--- src/rtl/uart_rx_monitor.sv ---
// UART receive monitor: 2-FF synchroniser, frame decoder, FWFT byte FIFO,
// sticky framing/overflow flags and an inactivity timeout.
module uart_rx_monitor #(
  parameter int unsigned CLKS_PER_BIT   = 16,
  parameter int unsigned DATA_BITS      = 8,
  parameter int unsigned FIFO_DEPTH     = 16,
  parameter int unsigned TIMEOUT_CYCLES = 2000
) (
  input  logic                          clk_i,
  input  logic                          rstn_i,
  input  logic                          rxd_i,
  input  logic                          rd_en_i,
  output logic [DATA_BITS-1:0]          rd_data_o,
  output logic                          empty_o,
  output logic                          full_o,
  output logic [$clog2(FIFO_DEPTH):0]   count_o,
  output logic                          byte_valid_o,
  output logic                          frame_err_o,
  output logic                          overflow_o,
  output logic                          timeout_o
);

  localparam int unsigned AW   = $clog2(FIFO_DEPTH);
  localparam int unsigned CNTW = AW + 1;
  localparam int unsigned CW   = $clog2(CLKS_PER_BIT);
  localparam int unsigned BW   = $clog2(DATA_BITS + 1);
  localparam int unsigned TW   = $clog2(TIMEOUT_CYCLES + 1);

  localparam logic [CW-1:0]   BAUD_HALF = CW'(CLKS_PER_BIT / 2 - 1);
  localparam logic [CW-1:0]   BAUD_FULL = CW'(CLKS_PER_BIT - 1);
  localparam logic [BW-1:0]   BIT_LAST  = BW'(DATA_BITS - 1);
  localparam logic [CNTW-1:0] CNT_FULL  = CNTW'(FIFO_DEPTH);
  localparam logic [TW-1:0]   T_MAX     = TW'(TIMEOUT_CYCLES);

  localparam logic [2:0] S_IDLE  = 3'd0;
  localparam logic [2:0] S_START = 3'd1;
  localparam logic [2:0] S_DATA  = 3'd2;
  localparam logic [2:0] S_STOP  = 3'd3;
  localparam logic [2:0] S_BREAK = 3'd4;

  logic                 rx_meta;
  logic                 rx_s;
  logic [2:0]           state;
  logic [CW-1:0]        baud_cnt;
  logic [BW-1:0]        bit_cnt;
  logic [DATA_BITS-1:0] shreg;
  logic                 good_stop;
  logic                 push_ok;
  logic                 pop;
  logic [AW-1:0]        wr_ptr;
  logic [AW-1:0]        rd_ptr;
  logic [DATA_BITS-1:0] mem [FIFO_DEPTH];
  logic [TW-1:0]        tcnt;

  // Two-stage synchroniser for the asynchronous serial line, idle-high on reset
  always_ff @(posedge clk_i) begin
    if (!rstn_i) begin
      rx_meta <= 1'b1;
      rx_s    <= 1'b1;
    end else begin
      rx_meta <= rxd_i;
      rx_s    <= rx_meta;
    end
  end

  assign good_stop = rstn_i && (state == S_STOP) && (baud_cnt == BAUD_FULL) && rx_s;

  // Frame decoder: mid-bit sampling from the start-bit centre, LSB first
  always_ff @(posedge clk_i) begin
    if (!rstn_i) begin
      state       <= S_IDLE;
      baud_cnt    <= '0;
      bit_cnt     <= '0;
      shreg       <= '0;
      frame_err_o <= 1'b0;
    end else begin
      case (state)
        S_IDLE: begin
          baud_cnt <= '0;
          if (!rx_s) state <= S_START;
        end
        S_START: begin
          if (baud_cnt == BAUD_HALF) begin
            baud_cnt <= '0;
            bit_cnt  <= '0;
            state    <= rx_s ? S_IDLE : S_DATA;
          end else begin
            baud_cnt <= baud_cnt + CW'(1);
          end
        end
        S_DATA: begin
          if (baud_cnt == BAUD_FULL) begin
            baud_cnt <= '0;
            shreg    <= {rx_s, shreg[DATA_BITS-1:1]};
            if (bit_cnt == BIT_LAST) state <= S_STOP;
            else bit_cnt <= bit_cnt + BW'(1);
          end else begin
            baud_cnt <= baud_cnt + CW'(1);
          end
        end
        S_STOP: begin
          if (baud_cnt == BAUD_FULL) begin
            baud_cnt <= '0;
            if (rx_s) begin
              state <= S_IDLE;
            end else begin
              frame_err_o <= 1'b1;
              state       <= S_BREAK;
            end
          end else begin
            baud_cnt <= baud_cnt + CW'(1);
          end
        end
        S_BREAK: begin
          baud_cnt <= '0;
          if (rx_s) state <= S_IDLE;
        end
        default: state <= S_IDLE;
      endcase
    end
  end

  // One-cycle pulse following every good stop bit, whether or not the byte fit
  always_ff @(posedge clk_i) begin
    if (!rstn_i) byte_valid_o <= 1'b0;
    else         byte_valid_o <= good_stop;
  end

  // A full FIFO still accepts a push when the head is popped in the same cycle
  assign push_ok   = good_stop && (!full_o || rd_en_i);
  assign pop       = rd_en_i && !empty_o;
  assign empty_o   = (count_o == '0);
  assign full_o    = (count_o == CNT_FULL);
  assign rd_data_o = empty_o ? '0 : mem[rd_ptr];

  // FIFO storage (no reset needed; head is masked to zero while empty)
  always_ff @(posedge clk_i) begin
    if (push_ok) mem[wr_ptr] <= shreg;
  end

  // FIFO pointers, occupancy and sticky overflow
  always_ff @(posedge clk_i) begin
    if (!rstn_i) begin
      wr_ptr     <= '0;
      rd_ptr     <= '0;
      count_o    <= '0;
      overflow_o <= 1'b0;
    end else begin
      if (push_ok) wr_ptr <= wr_ptr + AW'(1);
      if (pop)     rd_ptr <= rd_ptr + AW'(1);
      case ({push_ok, pop})
        2'b10:   count_o <= count_o + CNTW'(1);
        2'b01:   count_o <= count_o - CNTW'(1);
        default: count_o <= count_o;
      endcase
      if (good_stop && !push_ok) overflow_o <= 1'b1;
    end
  end

  // Saturating inactivity counter, cleared by any good stop bit
  always_ff @(posedge clk_i) begin
    if (!rstn_i)             tcnt <= '0;
    else if (good_stop)      tcnt <= '0;
    else if (tcnt != T_MAX)  tcnt <= tcnt + TW'(1);
  end

  assign timeout_o = (tcnt == T_MAX);

endmodule

--- config.mk ---
export PLATFORM = sky130hd
export DESIGN_NAME = uart_rx_monitor
export DESIGN_NICKNAME = d
export VERILOG_FILES = /design/src/rtl/uart_rx_monitor.sv
export SDC_FILE = /design/constraint.sdc
export NUM_CORES = 1
export LEC_CHECK = 0
export ABC_AREA = 0
export BUFFER_PORTS_ARGS = -buffer_cell sky130_fd_sc_hd__buf_2
export CAP_MARGIN = 30
export CELL_PAD_IN_SITES_DETAIL_PLACEMENT = 1
export CELL_PAD_IN_SITES_GLOBAL_PLACEMENT = 1
export CORE_MARGIN = 4
export CORE_UTILIZATION = 45
export CTS_CLUSTER_DIAMETER = 80
export CTS_CLUSTER_SIZE = 12
export DETAILED_ROUTE_END_ITERATION = 7
export GPL_ROUTABILITY_DRIVEN = 0
export PLACE_DENSITY_LB_ADDON = 0.1
export SLEW_MARGIN = 10
export SYNTH_ARGS = -nofsm -noshare
export SYNTH_HDL_FRONTEND = slang
export SYNTH_SLANG_ARGS = --single-unit
export TNS_END_PERCENT = 10
--- constraint.sdc ---
create_clock -name clk_i -period 8.5 [get_ports clk_i]
set_input_delay 0.425 -clock clk_i [delete_from_list [all_inputs] [get_ports clk_i]]
set_output_delay 0.425 -clock clk_i [all_outputs]
set_load 0.02 [all_outputs]
==> results.json, run 1 <==
{
  "cap_violations": 0,
  "finalWorstSetupSlack_ps": 5200,
  "synth.distinct_cells": 56,
  "maxSlewHeadroom_pct": 44.3,
  "ys_warn_count": 0,
  "dr.pass1.iters": 4,
  "area_delta_synth_final_pct": 11.3,
  "n_antenna_cell": 0,
  "synth_nets": 511,
  "drcViolationCount": 0,
  "synth-async-reset-ratio_pct": 0,
  "ys_dominant_reg_cell": "edfxtp_1",
  "hold_violations": 0,
  "numCtsBuffers": 17,
  "path_buf_inv": 1,
  "finalCritPeriodShare_pct": 38.8,
  "use_met1_pct": 24.7,
  "ys_ff_latch": 180,
  "place_hpwl_microns": 10600,
  "worstPathArrival_ps": 3660,
  "use_met3_pct": 3.32,
  "vias": 4135,
  "grt_max_degree": 33,
  "place_ws_ps": 5230,
  "fin_crit_ps": 3300,
  "totalWireLength_microns": 15800,
  "worstPathCellList": "or4_1, nor3_4, nor2_1, inv_1, ha_1, xor2_1, ha_1, o21ai_0, o22ai_1, a2111o_1, nand4_1",
  "final.setup_skew_ps": 6.62,
  "setup_viol": 0,
  "drtIter0Drc": 195,
  "critPathKind": "reg2reg",
  "via_per_inst": 5.57,
  "cp_max_fo": 9,
  "wl_per_cell_microns": 21.3,
  "cp_common_cell": "ha_1",
  "grt_pass1_wl_microns": 25500,
  "met2_usage_pct": 30.9,
  "htreeDepth": 4,
  "clkSlewWorstSetupHoldPaths_ps": 70,
  "tightest_slew_ps": 833,
  "portBuffers": 22,
  "top_usage_layer": "met2",
  "ioPinCount": 23,
  "cts_sinks": 180,
  "p_leak_nw": 2.78,
  "hold_buffers": 0,
  "cts_buffer_depth": 2,
  "cts_root_buffer": "clkbuf_16",
  "crit_path_end_kind": "flop",
  "required_ps": 8860,
  "die_h_microns": 138,
  "cts_tree": "done",
  "syn-mean-instance-area_sq_um": 15.3,
  "hp-class": "in2reg",
  "coreArea_sq_mm": 0.0165,
  "status": "completed",
  "powerDensity_mw_per_mm2": 209,
  "rows": 47,
  "max_freq_mhz": 303,
  "syn_inst": 494,
  "drive_gt1_share_pct": 19.5,
  "seq_area_frac_synth_pct": 64.6,
  "initial_utilization_pct": 45.7,
  "crit_family": "simple AND/OR/NAND/NOR gates",
  "synth_edf_count": 128,
  "drv_slew": 0,
  "ant_nets": 0,
  "insertion_delay_ps": 420,
  "dieArea_sq_mm": 0.0189,
  "post_cts.repair.setup_buffers": 0,
  "worst_path_max_delay_cell": "or4_1",
  "ir_worst_vdd_mv": 0.147,
  "antenna_found_initial": 0,
  "grt_pass1_vias": 4424,
  "setup_tns_ps": 0,
  "grtUsageTotal_pct": 18.5,
  "netlist_area_sq_mm": 0.00756,
  "crit_path_start_kind": "flop",
  "finalNetCount": 527,
  "die_x_microns": 138,
  "rsz0062_at_grt": "no",
  "grt-ovfl-total": 0,
  "cts_resized": 0,
  "max_stage_delay_ps": 700
}
==> area by class of cell <==
type / count / area (sq um)
multi-input cells: 273 / 2490
clock buffers: 17 / 425
flip-flops and latches: 180 / 4890
clock inverters: 15 / 139
well taps: 220 / 275
inverters: 12 / 45.0
repair buffers: 26 / 158
fillers: 1616 / 8110
==> layout by cell type, fill, tap and decap left out, types with 3 or more instances in the layout <==
cell type   count
edfxtp_1      128
dfxtp_1        51
mux4_2         40
nor2_1         33
buf_2          23
a21oi_1        19
nand3_1        17
clkbuf_16      17
and2_1         15
ha_1           13
mux2i_1        12
inv_1          10
xor2_1         10
nor2b_1        10
nand2_1        10
xnor2_1         9
nand2b_1        7
or4_1           6
nand4_1         5
and4_1          5
o31ai_1         5
o21ai_0         5
nor3_1          4
clkinv_1        4
and3b_1         3
o2111ai_1       3
o21ai_1         3
or3_1           3
clkinv_2        3
clkinvlp_4      3
==> cells in the mapped netlist, types with 6 or more instances <==
| master | number | area share, % |
|---|---|---|
| buf_2 | 9 | 0.60 |
| nand3_1 | 17 | 1.1 |
| nor2_1 | 33 | 1.6 |
| mux2i_1 | 12 | 1.6 |
| edfxtp_1 | 128 | 51 |
| nand2b_1 | 7 | 0.58 |
| ha_1 | 13 | 2.2 |
| and2_1 | 15 | 1.2 |
| or4_1 | 6 | 0.60 |
| xnor2_1 | 9 | 1.0 |
| nand2_1 | 10 | 0.50 |
| mux4_2 | 40 | 12 |
| xor2_1 | 10 | 1.2 |
| inv_1 | 10 | 0.50 |
| clkbuf_1 | 12 | 0.60 |
| nor2b_1 | 10 | 0.83 |
| a21oi_1 | 19 | 1.3 |
| dfxtp_1 | 52 | 14 |
==> path summary, 6_finish.rpt <==
kind,startpoint,end,slack (ps),cells after the start
max,count_o[1],count_o[4],5200,11
min reg2reg,rx_meta,rx_s,420,1
min,rxd_i,rx_meta,190,2
max reg2reg,count_o[1],count_o[4],5200,11
==> report_power, final <==
part | switching [mW] | internal (mW) | total (mW)
clock | 0.321 | 0.429 | 0.750
combinational | 0.0407 | 0.0223 | 0.0630
sequential | 0.00970 | 0.933 | 0.942
total | 0.372 | 1.38 | 1.76
==> logic make-up (layout without fill, tap and decap cells) <==
family                   Yosys count  after routing  synth area share (%)
AO/OA/AOI/OAI                     53             53                  4.59
XOR/XNOR                          19             19                  2.20
adder cells (fa/ha/maj)           13             13                  2.15
buffers and inverters             41             70                  2.48
flip-flops                       180            180                  64.6
multiplexers                      52             52                  13.5
AND/OR/NAND/NOR                  136            136                  10.4
==> flip-flops by register name (all words and copies together), names as in the netlist, 4 cells and up, named ones only <==
name	count
baud_cnt	4
count_o	5
tcnt	11
wr_ptr	4
shreg	8
rd_ptr	4
mem	128
bit_cnt	4
==> routing by layer <==
layer  vias to the layer above  wire (microns)  share of wire [%]
li1                       1943               -                  -
met1                      2108            7080                 45
met2                        72            7960                 50
met3                        12             612                3.9
met4                         0             191                1.2
met5                         -               0                  0
==> stage by stage <==
step           instance area (sq um)  power [mW]  cells  util [%]  hold slack, ps
2_1_floorplan                   7560        1.01    494         -             386
3_5_place_dp                    7850        1.02    711      47.5             405
4_1_cts                         8410        1.77    743      50.9             176
3_3_place_gp                    7820        1.02    709      47.3             398
6_report                        8410        1.76    743      50.9             191
5_1_grt                         8410        1.83    743      50.9             188
Power figures use the tool's default switching activity.
==> inputs of run 2 (changes only) <==
==> constraint.sdc (replaced) <==
create_clock -name clk_i -period 3.3 [get_ports clk_i]
set_input_delay 0.165 -clock clk_i [delete_from_list [all_inputs] [get_ports clk_i]]
set_output_delay 0.165 -clock clk_i [all_outputs]
set_load 0.02 [all_outputs]
==> results.json, run 2 (same netlist as run 1, synthesis figures left out) <==
{
  "status": "completed",
  "post_cts.repair.setup_buffers": 0,
  "rsz0062_at_grt": "no",
  "grt_pass1_vias": 4394,
  "antenna_found_initial": 0,
  "hp-class": "in2reg",
  "top_regs": "mem (128), tcnt (11), shreg (8)",
  "ant_nets": 0,
  "final_cell_mix": "edfxtp_1 (128), dfxtp_1 (51), mux4_2 (40)",
  "top_register": "mem",
  "via_per_inst": 5.57,
  "die_x_microns": 138,
  "totalWireLength_microns": 15900,
  "maxSlewHeadroom_pct": 48.0,
  "powerDensity_mw_per_mm2": 532,
  "cp_max_fo": 9,
  "drtIter0Drc": 280,
  "dieArea_sq_mm": 0.0189,
  "final.setup_skew_ps": 9.29,
  "place_hpwl_microns": 10400,
  "numCtsBuffers": 17,
  "tightest_slew_ps": 769,
  "vias": 4171,
  "cts_buffer_depth": 2,
  "clkSlewWorstSetupHoldPaths_ps": 70,
  "n_antenna_cell": 0,
  "portBuffers": 22,
  "cts_sinks": 180,
  "required_ps": 3660,
  "largest_reg_flops": 128,
  "crit_path_end_kind": "flop",
  "cts_root_buffer": "clkbuf_16",
  "max_freq_mhz": 327,
  "hold_violations": 0,
  "dr.pass1.iters": 4,
  "drive_gt1_share_pct": 20.8,
  "grt-ovfl-total": 0,
  "total_power_mw": 4.51,
  "cts_resized": 0,
  "drcViolationCount": 0,
  "final_common_cell": "edfxtp_1",
  "finalNetCount": 533,
  "insertion_delay_ps": 430,
  "rows": 47,
  "die_h_microns": 138,
  "wl_per_cell_microns": 21.2,
  "critPathKind": "reg2reg",
  "worstPathArrival_ps": 3420,
  "ir_worst_vdd_mv": 0.369,
  "cap_violations": 0,
  "drv_slew": 0,
  "coreArea_sq_mm": 0.0165,
  "fin_crit_ps": 3060,
  "htreeDepth": 4,
  "setup_viol": 0,
  "crit_path_start_kind": "flop",
  "p_leak_nw": 2.81,
  "ioPinCount": 23,
  "cts_tree": "done",
  "finalCritPeriodShare_pct": 92.6,
  "grtUsageTotal_pct": 18.2,
  "grt_pass1_wl_microns": 25100,
  "grt_max_degree": 33,
  "area_delta_synth_final_pct": 12.1,
  "initial_utilization_pct": 45.7,
  "setup_tns_ps": 0
}
## run 2: per-stage QoR
step	hold slack (ps)	setup WS [ps]	instances	cell area [sq um]	util, %
after floorplan	266	177	494	7560	-
after global placement	350	365	715	7880	47.7
after detailed placement	359	236	716	7900	47.8
after CTS	43.2	226	749	8470	51.3
after global routing	75.4	34.9	749	8470	51.3
final	65.9	245	749	8470	51.3
## run 2: path summary, 6_finish.rpt
kind / start / end / slack (ps) / depth (start not counted)
worst max register to register: count_o[1] / count_o[4] / 240 / 10
worst max-delay path: count_o[1] / count_o[4] / 240 / 10
worst min-delay path: rstn_i / rx_meta / 70 / 2
worst min register to register: rx_meta / rx_s / 420 / 1
## run 2: critical path, stage by stage (launching register included)
cell	delay [ps]
dfxtp_1	390
or4_1	690
o21ai_2	320
inv_2	70
ha_1	300
xor2_1	190
ha_1	230
o21ai_0	160
o22ai_1	120
a2111o_1	430
nand4_1	80
## run 2: repair_timing
action,4_1_cts,5_1_grt
hold endpoints to repair,1,0
hold buffers,1,0
setup endpoints to repair,0,0
## run 2: report_power, final
| group | switching (mW) | total, mW | internal [mW] |
|---|---|---|---|
| clock | 0.867 | 1.91 | 1.05 |
| combinational | 0.109 | 0.171 | 0.0621 |
| sequential | 0.0242 | 2.43 | 2.40 |
## run 2: area by class of cell
| class | instances | area [sq um] |
|---|---|---|
| Clock buffer | 18 | 429 |
| Sequential cell | 180 | 4890 |
| Multi-Input combinational cell | 273 | 2490 |
| Tap cell | 220 | 275 |
| Timing Repair Buffer | 32 | 220 |
| Clock inverter | 14 | 129 |
| Inverter | 12 | 45.0 |
| Fill cell | 1563 | 8050 |
## run 2: layer usage
| layer | global-route usage (%) | share of wire, % |
|---|---|---|
| met3 | 3.73 | 4.1 |
| met2 | 29.1 | 49 |
| met5 | 0 | 0 |
| met1 | 24.9 | 46 |
| met4 | 6.10 | 1.3 |
==> inputs of run 3 (changes only) <==
--- a/config.mk
+++ b/config.mk
@@ -12,6 +12,7 @@
 export CELL_PAD_IN_SITES_GLOBAL_PLACEMENT = 1
 export CORE_MARGIN = 4
 export CORE_UTILIZATION = 45
+export CTS_BUF_LIST = sky130_fd_sc_hd__clkbuf_4
 export CTS_CLUSTER_DIAMETER = 80
 export CTS_CLUSTER_SIZE = 12
 export DETAILED_ROUTE_END_ITERATION = 7
==> constraint.sdc (replaced) <==
create_clock -name clk_i -period 3.6 [get_ports clk_i]
set_input_delay 0.18 -clock clk_i [delete_from_list [all_inputs] [get_ports clk_i]]
set_output_delay 0.18 -clock clk_i [all_outputs]
set_load 0.02 [all_outputs]
==> results.json, run 3 (same netlist as run 1, synthesis figures left out) <==
{
  "final_common_cell": "edfxtp_1",
  "insertion_delay_ps": 550,
  "htreeDepth": 4,
  "maxSlewHeadroom_pct": 46.4,
  "cp_max_fo": 9,
  "die_x_microns": 138,
  "drive_gt1_share_pct": 20.3,
  "dieArea_sq_mm": 0.0189,
  "cp_common_cell": "ha_1",
  "totalWireLength_microns": 15500,
  "finalNetCount": 532,
  "place_hpwl_microns": 10200,
  "status": "completed",
  "p_leak_nw": 2.71,
  "hold-worst-slack_ps": 74.9,
  "drcViolationCount": 0,
  "grt-ovfl-total": 0,
  "ioPinCount": 23,
  "final_cell_mix": "edfxtp_1 (128), dfxtp_1 (51), mux4_2 (40)",
  "worstPathCellList": "or4_1, nor3_4, nor2_1, inv_1, ha_1, xor2_1, ha_1, o21ai_0, o22ai_1, a2111o_1, nand4_1",
  "max_freq_mhz": 304,
  "crit_path_start_kind": "flop",
  "grt_max_degree": 33,
  "cts_resized": 0,
  "crit_family": "simple AND/OR/NAND/NOR gates",
  "setup_viol": 0,
  "grt_pass1_vias": 4391,
  "coreArea_sq_mm": 0.0165,
  "drv_slew": 0,
  "largest_reg_flops": 128,
  "setup_tns_ps": 0,
  "ant_nets": 0,
  "tightest_slew_ps": 801,
  "ir_worst_vdd_mv": 0.192,
  "numCtsBuffers": 17,
  "top_register": "mem",
  "drtIter0Drc": 256,
  "cts_root_buffer": "clkbuf_4",
  "rsz0062_at_grt": "no",
  "area_delta_synth_final_pct": 8.92,
  "total_power_mw": 3.62,
  "fin_crit_ps": 3290,
  "cts_tree": "done",
  "grt_pass1_wl_microns": 24700,
  "crit_path_end_kind": "flop",
  "grtUsageTotal_pct": 17.7,
  "cap_violations": 0,
  "worstPathArrival_ps": 3790,
  "required_ps": 4100,
  "cts_sinks": 180,
  "top_regs": "mem (128), tcnt (11), shreg (8)",
  "finalWorstSetupSlack_ps": 305,
  "max_stage_delay_ps": 690,
  "portBuffers": 22,
  "via_per_inst": 5.56,
  "wl_per_cell_microns": 20.7,
  "die_h_microns": 138,
  "rows": 47,
  "clkSlewWorstSetupHoldPaths_ps": 140,
  "vias": 4167,
  "initial_utilization_pct": 45.7,
  "finalCritPeriodShare_pct": 91.5,
  "place_ws_ps": 338,
  "worst_path_max_delay_cell": "or4_1",
  "powerDensity_mw_per_mm2": 439,
  "hold_violations": 0,
  "dr.pass1.iters": 4,
  "final.setup_skew_ps": 23.0,
  "critPathKind": "reg2reg",
  "cts_buffer_depth": 2,
  "hp-class": "in2reg",
  "fill_cells": 1636,
  "antenna_found_initial": 1,
  "path_buf_inv": 1
}
## run 3: repair_timing
| item | CTS | global route |
|---|---|---|
| buffers inserted | 0 | 0 |
| hold buffers | 3 | 0 |
| hold endpoints to repair | 8 | 0 |
## run 3: worst register-to-register path: cells and delay by family (launching register included)
kind | cells | cell delay (ps)
flip-flops | 1 | 410
AO/OA/AOI/OAI | 3 | 790
buffers and inverters | 1 | 100
AND/OR/NAND/NOR | 4 | 1250
adder cells (fa/ha/maj) | 2 | 600
XOR/XNOR | 1 | 120
## run 3: path summary, 6_finish.rpt
kind / cells past startpoint / end / from / slack [ps]
worst max-delay path: 11 / count_o[4] / count_o[1] / 310
worst min-delay path: 4 / overflow_o / rd_en_i / 70
worst max register to register: 11 / count_o[4] / count_o[1] / 310
worst min register to register: 1 / rx_s / rx_meta / 440
## run 3: area by class of cell
cell class	instances	area [sq um]	share of cell area (%)
Antenna cell	1	2.50	0.0304
Clock buffer	22	165	2.01
Clock inverter	10	158	1.91
Inverter	12	45.0	0.547
Multi-Input combinational cell	273	2490	30.2
Sequential cell	180	4890	59.3
Tap cell	220	275	3.34
Timing Repair Buffer	31	215	2.61
## run 3: report_power, final
group	internal, mW	switching (mW)	leakage [nW]
Combinational	0.0549	0.0996	0.928
Sequential	2.20	0.0240	1.61
Clock	0.587	0.651	0.172
## run 3: metal layers
metal	vias to the layer above	global-route usage (%)	share of wire (%)
met1	2159	24.3	46
met2	52	28.8	50
met3	15	3.54	2.9
met4	0	5.32	1.2
li1	1941	-	-
met5	-	0	0
## run 3: stage by stage
stage / area (sq um) / utilization, % / cells
floorplan: 7560 / - / 494
global placement: 7850 / 47.5 / 711
detailed placement: 7880 / 47.7 / 713
CTS: 8230 / 49.8 / 748
global route: 8230 / 49.8 / 749
finish: 8230 / 49.8 / 749
